[config.mk]
export PLATFORM = sky130hd
export DESIGN_NAME = instr_fetch_unit
export DESIGN_NICKNAME = d
export VERILOG_FILES = /design/src/rtl/instr_fetch_unit.sv
export SDC_FILE = /design/constraint.sdc
export NUM_CORES = 1
export LEC_CHECK = 0
export CAP_MARGIN = 20
export CELL_PAD_IN_SITES_DETAIL_PLACEMENT = 1
export CELL_PAD_IN_SITES_GLOBAL_PLACEMENT = 2
export CORE_MARGIN = 2
export CORE_UTILIZATION = 29
export DETAILED_ROUTE_END_ITERATION = 6
export GPL_TIMING_DRIVEN = 0
export HOLD_SLACK_MARGIN = 0.08
export PLACE_DENSITY_LB_ADDON = 0.1
export SLEW_MARGIN = 25
export SYNTH_ARGS = -nofsm -noshare
export SYNTH_HDL_FRONTEND = slang
export SYNTH_SLANG_ARGS = --single-unit
export TNS_END_PERCENT = 1
[constraint.sdc]
create_clock -name clk -period 1.68 [get_ports clk]
set_clock_uncertainty 0.05 [all_clocks]
set_input_delay 0.336 -clock clk [delete_from_list [all_inputs] [get_ports clk]]
set_output_delay 0.336 -clock clk [all_outputs]
set_load 0.01 [all_outputs]
[src/rtl/instr_fetch_unit.sv]
// Fetch stage: samples PC, runs a req/ack memory read, hands the word to decode.
// Optional FETCH_TIMEOUT_EN adds a sticky timeout error on stuck memory reads.
module instr_fetch_unit #(
   parameter int ADDR_W         = 16,
   parameter int DATA_W         = 16,
   parameter int TIMEOUT_CYCLES = 64
) (
   input  logic              clk,
   input  logic              reset,
   input  logic              run,
   input  logic              flush,
   input  logic [ADDR_W-1:0] pc_in,
   output logic              pc_advance,
   output logic              mem_req,
   output logic [ADDR_W-1:0] mem_addr,
   input  logic              mem_ack,
   input  logic [DATA_W-1:0] mem_rdata,
   output logic              instr_valid,
   input  logic              instr_ready,
   output logic [DATA_W-1:0] instr,
   output logic [ADDR_W-1:0] instr_pc,
   output logic              fetch_err
);

   typedef enum logic [2:0] {IDLE, REQ, HOLD, DRAIN, ERR} state_t;

   state_t            state_q, state_d;
   logic              mem_req_d, instr_valid_d;
   logic [ADDR_W-1:0] mem_addr_d, instr_pc_d;
   logic [DATA_W-1:0] instr_d;
   logic              tmo;

   always_ff @(posedge clk or negedge reset) begin
      if (!reset) begin
         state_q     <= IDLE;
         mem_req     <= 1'b0;
         mem_addr    <= '0;
         instr_valid <= 1'b0;
         instr       <= '0;
         instr_pc    <= '0;
      end else begin
         state_q     <= state_d;
         mem_req     <= mem_req_d;
         mem_addr    <= mem_addr_d;
         instr_valid <= instr_valid_d;
         instr       <= instr_d;
         instr_pc    <= instr_pc_d;
      end
   end

   always_comb begin
      state_d       = state_q;
      mem_req_d     = mem_req;
      mem_addr_d    = mem_addr;
      instr_valid_d = instr_valid;
      instr_d       = instr;
      instr_pc_d    = instr_pc;
      unique case (state_q)
         IDLE: begin
            if (run && !flush) begin
               mem_addr_d = pc_in;
               mem_req_d  = 1'b1;
               state_d    = REQ;
            end
         end
         REQ: begin
            if (mem_ack) begin
               mem_req_d = 1'b0;
               if (!flush) begin
                  instr_d       = mem_rdata;
                  instr_pc_d    = mem_addr;
                  instr_valid_d = 1'b1;
                  state_d       = HOLD;
               end else begin
                  state_d = IDLE;
               end
            end else if (tmo) begin
               mem_req_d = 1'b0;
               state_d   = ERR;
            end else if (flush) begin
               state_d = DRAIN;
            end
         end
         DRAIN: begin
            if (mem_ack) begin
               mem_req_d = 1'b0;
               state_d   = IDLE;
            end else if (tmo) begin
               mem_req_d = 1'b0;
               state_d   = ERR;
            end
         end
         HOLD: begin
            if (flush || instr_ready) begin
               instr_valid_d = 1'b0;
               state_d       = IDLE;
            end
         end
         ERR: begin
            state_d = ERR;
         end
         default: begin
            state_d = IDLE;
         end
      endcase
   end

   assign pc_advance = (state_q == HOLD) & instr_valid &
                       instr_ready & ~flush;

`ifdef FETCH_TIMEOUT_EN
   localparam int CNT_W = $clog2(TIMEOUT_CYCLES + 1);

   logic [CNT_W-1:0] cnt;
   logic             in_wait;

   assign in_wait = (state_q == REQ) || (state_q == DRAIN);
   assign tmo     = in_wait && !mem_ack &&
                    (cnt == CNT_W'(TIMEOUT_CYCLES - 1));

   // Count restarts whenever a wait state is freshly entered (REQ or REQ->DRAIN)
   always_ff @(posedge clk or negedge reset) begin
      if (!reset) begin
         cnt       <= '0;
         fetch_err <= 1'b0;
      end else begin
         if (tmo)
            fetch_err <= 1'b1;
         if (state_d != state_q &&
             (state_d == REQ || state_d == DRAIN))
            cnt <= '0;
         else if (in_wait && !mem_ack && !tmo)
            cnt <= cnt + 1'b1;
      end
   end
`else
   assign tmo       = 1'b0;
   assign fetch_err = 1'b0;
`endif

endmodule

# Word level (Yosys, flattened, before mapping)

Cells that the tools add are included.

Word-level logic and storage cells: 47
Input bits: 38
Output and inout port bits: 52
Register bits: 53

Equal/unequal tests: 11
Bitwise operators: 4
Muxes and demuxes: 14
Reduce and logical (&&, ||, !) cells: 12

Operator list:

| kind                 | count |
|---|---|
| $mux W3              | 5 |
| $pmux W3 S5          | 1 |
| $ne A2 B2 Y1 const B | 5 |
| $reduce_and A4 Y1    | 2 |
| $eq A3 B2 Y1 const B | 2 |
| $reduce_and A3 Y1    | 2 |
| $mux W1              | 5 |
| $pmux W1 S2          | 2 |
| $reduce_bool A2 Y1   | 2 |
| $and A1 B1 Y1        | 3 |
| $eq A3 B1 Y1 const B | 1 |
| $eq A3 B3 Y1 const B | 1 |
| $logic_not A3 Y1     | 1 |
| $ne A3 B3 Y1 const B | 1 |
| $mux W2              | 1 |
| $ne A2 B1 Y1 const B | 1 |
| $reduce_and A2 Y1    | 1 |
| $reduce_or A2 Y1     | 1 |
| $logic_and A1 B1 Y1  | 1 |
| $logic_not A1 Y1     | 1 |
| $logic_or A1 B1 Y1   | 1 |
| $not A1 Y1           | 1 |

# Longest topological paths before layout

Word-level depth: 4
Mapped depth: 4
Mapped depth without buffers: 3

# Worst setup path before layout

Ideal clock, no wire load.

Kind: register to output
Start: register state_q[2]
End: output pc_advance
Setup slack: 0.264 ns
Buffers on the path: 0
Required time: 1.294 ns
Stages on the path, launching flop included: 4
Data arrival time: 1.030 ns
Cells stage by stage: dfrtp_1 -> nor2_4 -> nand3_1 -> nor3b_1

Word-level cells in the longest chain between the ends: 4

RTL lines:

| what                       | line | source |
|---|---|---|
| start: declaration         | 27   | `state_t state_q, state_d;` |
| start signal: assignment   | 42   | `state_q <= state_d;` |
| $eq A3 B2 Y1               | 108  | `assign pc_advance = (state_q == HOLD) & instr_valid &` |
| $and A1 B1 Y1 (2 in a row) | 108  |  |
| $and A1 B1 Y1              | 109  | `instr_ready & ~flush;` |
| end: declaration           | 13   | `output logic pc_advance,` |

No other way between the ends.

# Worst setup path in the final report

Start: register mem_addr[4]
End: output mem_addr[4]

RTL lines:

| what                     | line | source |
|---|---|---|
| start: declaration       | 15   | `output logic [ADDR_W-1:0] mem_addr,` |
| start signal: assignment | 44   | `mem_addr <= mem_addr_d;` |

No word-level cell between the ends.

==> run metrics <==
critical path startpoint category register; fin util approximately 45%; total gr overflow 0; WL/cell between 15 and 20 um; CP max stage delay roughly 0.55 ns; area of the multi-input gates ~860 um2; Crit path max-delay family buffers and inverters; dpl hpwl around 3900 um; Synth Net Count 170; Seq/Total Area, Yosys slightly below 60%; Sw Share between 20% and 30%; row count 32; Num CTS Buffers 5; R2R Path End mem_addr[5]; vias in the first global route about 1700; reg-to-reg startpoint state_q[0]; RSZ-0062 raised after global routing true; die area 8473 um2; CTS tree yes; Pwr Density approximately 1500 nW/um2; Final Cycle Share a little over nine tenths; R2R depth 4; Final Max Tran Viols 0; Die H around 92 um; H-tree depth 2; Synth top area share between 50% and 60%; Syn Inst Count 132; P_leak roughly 1.7 nW; Max FO, Critical Path 3; first drt pass iteration count 3; share of cells above drive strength 1 a little under a third; maximum vdd drop between 0.0005 and 0.0006 V; drt first-iter violations 20; Rel. slew slack a little over half; TNS Setup 0 ns; CP Capture Type primary output; Syn. warnings 0; MaxCap Viol Count 0; status finished, final reports clean; final worst setup slack between 0.05 and 0.06 ns; via/cell ratio 4.413; Worst-Margin Slew between 0.6 and 0.7 ns; WS Path Type register to primary output; synth top area cells dfrtp_1 (59%), mux2_4 (26%), mux2_2 (4.5%), buf_6 (2.0%), nand3_4 (1.6%); Worst EP required 1.29 ns; antenna violations before repair 0; # IOs 90; Internal approximately 0.0036 W; reg-to-reg slack, setup between 0.1 and 0.15 ns; Post-Syn Area 2248 um2; area grow syn2layout 52.25%; fill count roughly 760; root buf cell clkbuf_8; Setup Slack @ Placement -0.6564 ns; largest net degree at the start of global routing between 50 and 60; Routability Congestion between 0.8 and 0.9; stages on the worst setup path 1; flops & latches, synth 53; Clock Power Share around 15%; combinational share of power between 40% and 50%; Net Switching 0.001427 W; Buffers on Ports slightly below 90; hold slack about 0.46 ns; f_max between 600 and 700 MHz; WP data arrival 1.24 ns; # setup viols final 0; fin crit period between 1.5 and 2 ns; Power, Total 0.005069 W; register clock-pin slew on the reported worst setup and hold paths roughly 0.09 ns; Worst path slowest cell clkdlybuf4s50_1; Bufs and invs on worst path 1; routed via count 1474; # nets final 269; # diodes 0; worst hold path type register to register; clk buf depth 2; capture point of the worst path mem_addr[4]; Clock Sink Count 53; DIE WIDTH between 90 and 100 um; Reg power frac between 40 and 50%; Synth area leader dfrtp_1; Unique masters post-synth 21; core area 7607 um2; Post-Route WL 5339 um; register area approximately 1300 um2; syn_area_per_cell ~17 um2; clock latency on the worst-skew pair about 0.30 ns; crit path from mem_addr[4]; first-pass GRT wire length roughly 8800 um; final hold violation count 0; number of routed nets with antenna violations 0; initial core utilization between 20 and 30%; GRT Total Usage a little over an eighth; critical-path cell list clkdlybuf4s50_1; DRC viols 0
## cell usage in the layout, fill, tap and decap left out, types with 4 or more instances in the layout
master / instances
mux2_2: 9
clkbuf_8: 7
mux2_4: 39
dfrtp_1: 52
buf_6: 4
clkdlybuf4s50_1: 73
buf_4: 5
inv_1: 4
a21oi_1: 4
dlymetal6s2s_1: 12
## power groups by stage
stage	combinational, W	clock, W	sequential [W]
final	0.00220	0.000772	0.00210
after global routing	0.00234	0.000873	0.00217
after CTS	0.00226	0.000811	0.00211
after detailed placement	0.00224	0	0.00213
after global placement	0.00221	0	0.00209
after floorplan	0.000763	0	0.00232
## cell type report
type / count / share of cell area (%)
sequential: 53 / 38.78
tap: 102 / 3.728
multi-input combinational: 70 / 25.26
inverter: 4 / 0.4386
clock buffer: 7 / 2.814
timing repair buffer: 92 / 27.30
clock inverter: 1 / 0.1462
buffer: 5 / 1.535
## worst min-delay path by stage
stage / startpoint / slack, ns / cells past startpoint / endpoint
global placement: instr[7] / 0.44 / 1 / instr[7]
floorplan: reset / -0.01 / 0 / instr[0]
finish: mem_req / 0.46 / 2 / mem_req
CTS: mem_req / 0.46 / 2 / mem_req
detailed placement: reset / 0.38 / 1 / instr[2]
global route: instr[12] / 0.49 / 1 / instr[12]
## layer usage
layer	vias to the layer above	GRT usage, %	wire (um)
li1	657	-	-
met1	761	16.72	2301
met2	49	22.49	2681
met3	7	3.615	284
met4	0	3.731	72
met5	-	0	0
## cell usage after synthesis
library cell and number:
dfrtp_1 53, mux2_4 39, mux2_2 9, a21oi_1 4, buf_6 4, inv_1 4
nand3_4 2, nor2_1 2, nor2_4 2, nor2b_1 2, a31oi_1 1, a32oi_1 1
buf_4 1, conb_1 1, nand2b_1 1, nand3_1 1, nor2b_4 1, nor3_1 1
nor3b_1 1, o21ai_0 1, o32ai_1 1
## state kept, by name, summed over array words and instances (netlist names)
signal / cells
instr_valid: 1
mem_addr: 16
instr_pc: 16
state_q: 3
mem_req: 1
instr: 16
## worst min-delay path, delay by kind of cell, from the launching register on
family,cells,cell delay (ns)
flip-flops,1,0.38
buffers and inverters,1,0.05
AO/OA/AOI/OAI,1,0.04
## per-stage QoR
| step | instance area, um2 | cells |
|---|---|---|
| 2_1_floorplan | 2248 | 132 |
| 3_3_place_gp | 3257 | 322 |
| 3_5_place_dp | 3254 | 322 |
| 4_1_cts | 3381 | 333 |
| 5_1_grt | 3423 | 334 |
| 6_report | 3423 | 334 |
## repair_timing
| action | CTS | global route |
|---|---|---|
| setup buffers | 2 | 1 |
| pin swaps | 1 | 1 |
| endpoints found under the hold margin | 53 | 0 |
| gates resized for setup | 7 | 13 |
| hold buffers | 1 | 0 |
| endpoints found under the setup margin | 1 | 13 |
## kinds of logic after synthesis
group	after synthesis	synth area share [%]
mux	48	30.55
other cells	1	0.1668
buf+inv	9	3.005
compound gates	8	2.170
flops	53	58.99
simple gates	13	5.119
No activity file was read; power rests on OpenSTA's default activity.
==> edit 1: new RTL, same flow settings <==
`mem_addr`, `instr` and `instr_pc` no longer have a reset.
--- a/src/rtl/instr_fetch_unit.sv
+++ b/src/rtl/instr_fetch_unit.sv
@@ -36,6 +36,3 @@
          mem_req     <= 1'b0;
-         mem_addr    <= '0;
          instr_valid <= 1'b0;
-         instr       <= '0;
-         instr_pc    <= '0;
       end else begin
@@ -43,7 +40,10 @@
          mem_req     <= mem_req_d;
-         mem_addr    <= mem_addr_d;
          instr_valid <= instr_valid_d;
-         instr       <= instr_d;
-         instr_pc    <= instr_pc_d;
       end
+   end
+
+   always_ff @(posedge clk) begin
+      mem_addr <= mem_addr_d;
+      instr    <= instr_d;
+      instr_pc <= instr_pc_d;
    end
Function: changed (a bounded check fails within 4 cycles, from zero or initial values and one cycle with reset low).
==> edit 1 against the original RTL <==
- sequential cell count did not move
- sequential share of layout area increased by 16 points
- via count shrank 29%
- area after synthesis is 23% lower
- non-clock buffer count shrank 7
- worst setup slack worse by 0.0071 ns
- wire length is 29% lower
- cell area decreased by 17%
- critical path type unchanged
- critical endpoint is now pc_advance
- highest routed layer unchanged
Power is not compared: it rests on default switching activity, and its combinational part moved more than twofold at a synthesized area within 25%.
==> edit 1: results (changes against the original RTL) <==
[status]
status=completed

[sta]
whs_ns=0.201  ; -0.260 ns

[logic_synthesis]
synthFlopType=edfxtp_1
synth_area_leaders=edfxtp_1 83%, dfrtp_1 7.2%, nor4b_2 0.87%, o211ai_1 0.87%, nor2_2 0.72%
yosysTopAreaCell=edfxtp_1
ys_async_sr_fraction=0.0943  ; -0.906
muxShareOfSynthArea=0  ; -0.306
synth_edf_count=48  ; +48
synth_compound_area_frac=0.0268  ; +0.00509
postSynthAreaPerCell_um2=22.4  ; +32%
ys_top_cells_by_count=48 x edfxtp_1, 5 x dfrtp_1, 3 x nand2_1

[cells_and_area]
final_nets=210  ; -22%
fin_cells=248  ; -26%
final.fill_count=572  ; -25%

[global_routing]
use_met2=0.200  ; -0.0249
grt_pass1_wl_mm=5.77  ; -34%
grt_max_degree=34  ; -37%
grt_use_total=0.119  ; -0.0141

[critical_path]
r2r-end=instr_pc[14]
reg2reg_depth=2  ; -2
crit_fanout=9  ; +6
regToRegSetupSlack_ns=0.14  ; +0.02 ns
crit_path_max_incr_delay_ns=0.38  ; -0.17 ns
critPathSlowestCell=dfrtp_1

[place]
place_inst=240  ; -25%
place_ws_ns=-0.563  ; +0.0935 ns

[drt]
wl_per_cell_um=15.3  ; -4.4%
dr.first_iter.drc_count=43  ; +110%

## edit 1: changes by cell type after synthesis, moves of 3 or more
| cell | delta |
|---|---|
| nand2_1 | +3 |
| dfrtp_1 | -48 |
| buf_6 | -3 |
| mux2_4 | -39 |
| edfxtp_1 | +48 |
| mux2_2 | -9 |
| inv_1 | -3 |
## edit 1: power by group
group	internal [mW]	total, mW	switching (mW)	leakage (nW)
clock network	0.439	0.840	0.401	0.0518
registers	1.52	1.56	0.0371	0.500
logic	0.221	0.362	0.141	0.429
## edit 1: logic make-up (layout without fill, tap and decap cells)
| group | count (synthesis) | count (layout) |
|---|---|---|
| flip-flops | 53 | 53 |
| AND/OR/NAND/NOR | 13 | 13 |
| AO/OA/AOI/OAI | 7 | 7 |
| buffers and inverters | 3 | 99 |
| other | 1 | 1 |
## edit 1: timing repair
item | in CTS | in global routing
buffers inserted | 0 | 0
resized for setup | 7 | 5
setup endpoints to repair | 34 | 33
gates cloned | 0 | 0
pin swaps | 1 | 1
## edit 1: layout make-up
type / instances / area [um^2] / share of cell area
clock buffer: 5 / 68.8 / 0.0242
sequential: 53 / 1570 / 0.552
timing repair buffer: 88 / 878 / 0.309
tap: 75 / 93.8 / 0.0331
buffer: 2 / 18.8 / 0.00661
clock inverter: 3 / 41.3 / 0.0145
multi-input combinational: 21 / 166 / 0.0586
inverter: 1 / 3.75 / 0.00132
## edit 1: worst max-delay path by stage
| stage | from | slack [ns] | to | cells after the start |
|---|---|---|---|---|
| 2_1_floorplan | state_q[1] | 0.14 | instr[0] | 2 |
| 3_3_place_gp | flush | -0.52 | instr[5] | 3 |
| 3_5_place_dp | flush | -0.56 | instr[15] | 3 |
| 4_1_cts | state_q[0] | 0.0004 | pc_advance | 5 |
| 5_1_grt | state_q[0] | -0.04 | pc_advance | 5 |
| 6_report | state_q[0] | 0.05 | pc_advance | 5 |
## edit 1: routing by layer
| layer | vias up | wire, um | part of all wire |
|---|---|---|---|
| li1 | 485 | - | - |
| met1 | 501 | 1510 | 0.40 |
| met2 | 52 | 1920 | 0.51 |
| met3 | 7 | 302 | 0.080 |
| met4 | 0 | 53 | 0.014 |
| met5 | - | 0 | 0 |
## edit 1: worst max-delay path, delay by kind of cell (launching register included)
family | cells | cell delay [ns]
buffers and inverters | 2 | 0.29
DFF | 1 | 0.38
and+or+nand+nor | 3 | 0.27
==> edit 2: new RTL, config.mk and constraints unchanged <==
Made on the original files. Build with the macro `FETCH_TIMEOUT_EN` defined.
--- a/src/rtl/instr_fetch_unit.sv
+++ b/src/rtl/instr_fetch_unit.sv
@@ -2,2 +2,4 @@
 // Optional FETCH_TIMEOUT_EN adds a sticky timeout error on stuck memory reads.
+`define FETCH_TIMEOUT_EN
+
 module instr_fetch_unit #(
Behaviour: no difference found for any inputs over 10 cycles, from zero or initial values and one cycle with reset low; that may be too few to reach the edited logic, so the function may still have changed.
==> edit 2 against the original RTL <==
- global-route usage rose by 1.9 points
- area after synthesis rose by 10%
- worst setup slack got worse by 0.027 ns
- critical endpoint is now cnt[5]
- count of clock-buffer cells in the layout rose by 7
- non-clock buffer count rose by 11
- sequential share of layout area rose by 0.79 points
- die area rose by 9.7%
- cell area rose by 13%
- highest routed layer unchanged
- sequential cell count rose by 8
- wire length rose by 25%
Power is not compared: it rests on default switching activity, and its combinational part moved more than twofold at a synthesized area within 25%.
==> edit 2: results (changes against the original RTL) <==
[status]
status=completed

[logic_synthesis]
synth_compound_area_frac=0.0505  ; +0.0288
postSynthAreaPerCell_um2=11.9  ; -30%
syn_nets=248  ; +46%
synth_cell_type_count=30  ; +43%
ys_top_cells_by_count=61 x dfrtp_1, 56 x nand2_1, 30 x mux2_2
synth_area_leaders=dfrtp_1 62%, mux2_2 14%, nand2_1 8.5%, nor2_1 1.7%, a21oi_1 1.0%
muxShareOfSynthArea=0.145  ; -0.160
synthAdderAreaFrac=0.00505  ; +0.00505
ys_async_sr_fraction=1.00  ; unchanged
synth-seq-area-share=0.616  ; +0.0263

[drt]
dr.first_iter.drc_count=53  ; +170%
num_vias=1971  ; +34%
top_layer_used=met4
dr.pass1.iters=4  ; +1
drt_wl_total_mm=6.70  ; +25%
met3WireLength_um=321  ; +13%
via_per_inst=4.62  ; +4.6%
wl_met1_mm=3.07  ; +33%
wl_met2_mm=3.20  ; +19%

[power]
p_leak_nw=1.98
swShare=0.213
power.share.clock=0.427

[cells_and_area]
reg.largest.list=instr x16, instr_pc x16, mem_addr x16
final_nets=357  ; +33%
drive_above_1_share=0.239  ; -0.0798

[place]
place_ws_ns=-0.622  ; +0.0340 ns
post-dp-hpwl_mm=4.66  ; +20%
gp_congestion=0.714  ; -14%
place_inst=404  ; +25%
postPlaceCellArea_um2=3520  ; +8.1%
io_buffer_count=89  ; +1.1%

[critical_path]
crit_type=flip-flop to flip-flop
regToRegSetupSlack_ns=0.03  ; -0.09 ns
crit_path_max_incr_delay_ns=0.52  ; -0.03 ns
regToRegStartpoint=cnt[0]
reg2reg_depth=6  ; +2
crit_fanout=4  ; +1
critPathArrivalTime_ns=1.86  ; +0.62 ns
crit_family=simple AND/OR/NAND/NOR gates
critPathSlowestCell=or4_4
r2r-end=cnt[5]

[clock_tree]
postCtsSetupRepairBufs=2  ; unchanged
clkSlewWorstSetupHoldPaths_ns=0.07  ; -0.02 ns
htreeDepth=3  ; +1
clk_latency_ns=0.33  ; +0.03 ns
cts_buffers=9  ; +4
cts_hold_buf=1  ; unchanged
cts_resized=24  ; +17

[global_routing]
use_met1=0.206  ; +0.0392
grt_pass1_wl_mm=10.5  ; +19%
grt_pass1_vias=2061  ; +25%
grt_util_met3=0.0380  ; +0.00186
grt_max_degree=39  ; -28%
use_met2=0.233  ; +0.00834
grt_use_total=0.152  ; +0.0194

[sta]
whs_ns=0.394  ; -0.0665 ns
max_freq_mhz=606  ; -1.7%
maxSlewHeadroom=0.629  ; +0.0822

[hold_path]
hp-class=input pin to async pin

## edit 2: cell types whose count changed after synthesis, sizes merged, moves of 2 or more
cell	delta
o21bai	+2
nand2	+56
and3	+3
o31ai	+2
a32o	+2
mux2	-16
dfrtp	+8
nor3b	+2
inv	-3
nand3	+2
nor2	+7
clkbuf	+5
o21ai	+2
## edit 2: cell type report
| type | count | area [um^2] |
|---|---|---|
| fillers | 880 | 4390 |
| flip-flops and latches | 61 | 1530 |
| repair buffers | 100 | 1000 |
| multi-input cells | 137 | 943 |
| clock buffers | 14 | 173 |
| well taps | 105 | 131 |
| plain buffers | 8 | 78.8 |
| clock inverters | 1 | 5.00 |
| inverters | 1 | 3.75 |
## edit 2: logic make-up (layout without fill, tap and decap cells)
group | after synthesis | in the layout
adder cells (fa/ha/maj) | 1 | 1
multiplexers | 32 | 32
AO/OA/AOI/OAI | 18 | 18
flip-flops | 61 | 61
buffers and inverters | 11 | 124
AND/OR/NAND/NOR | 86 | 86
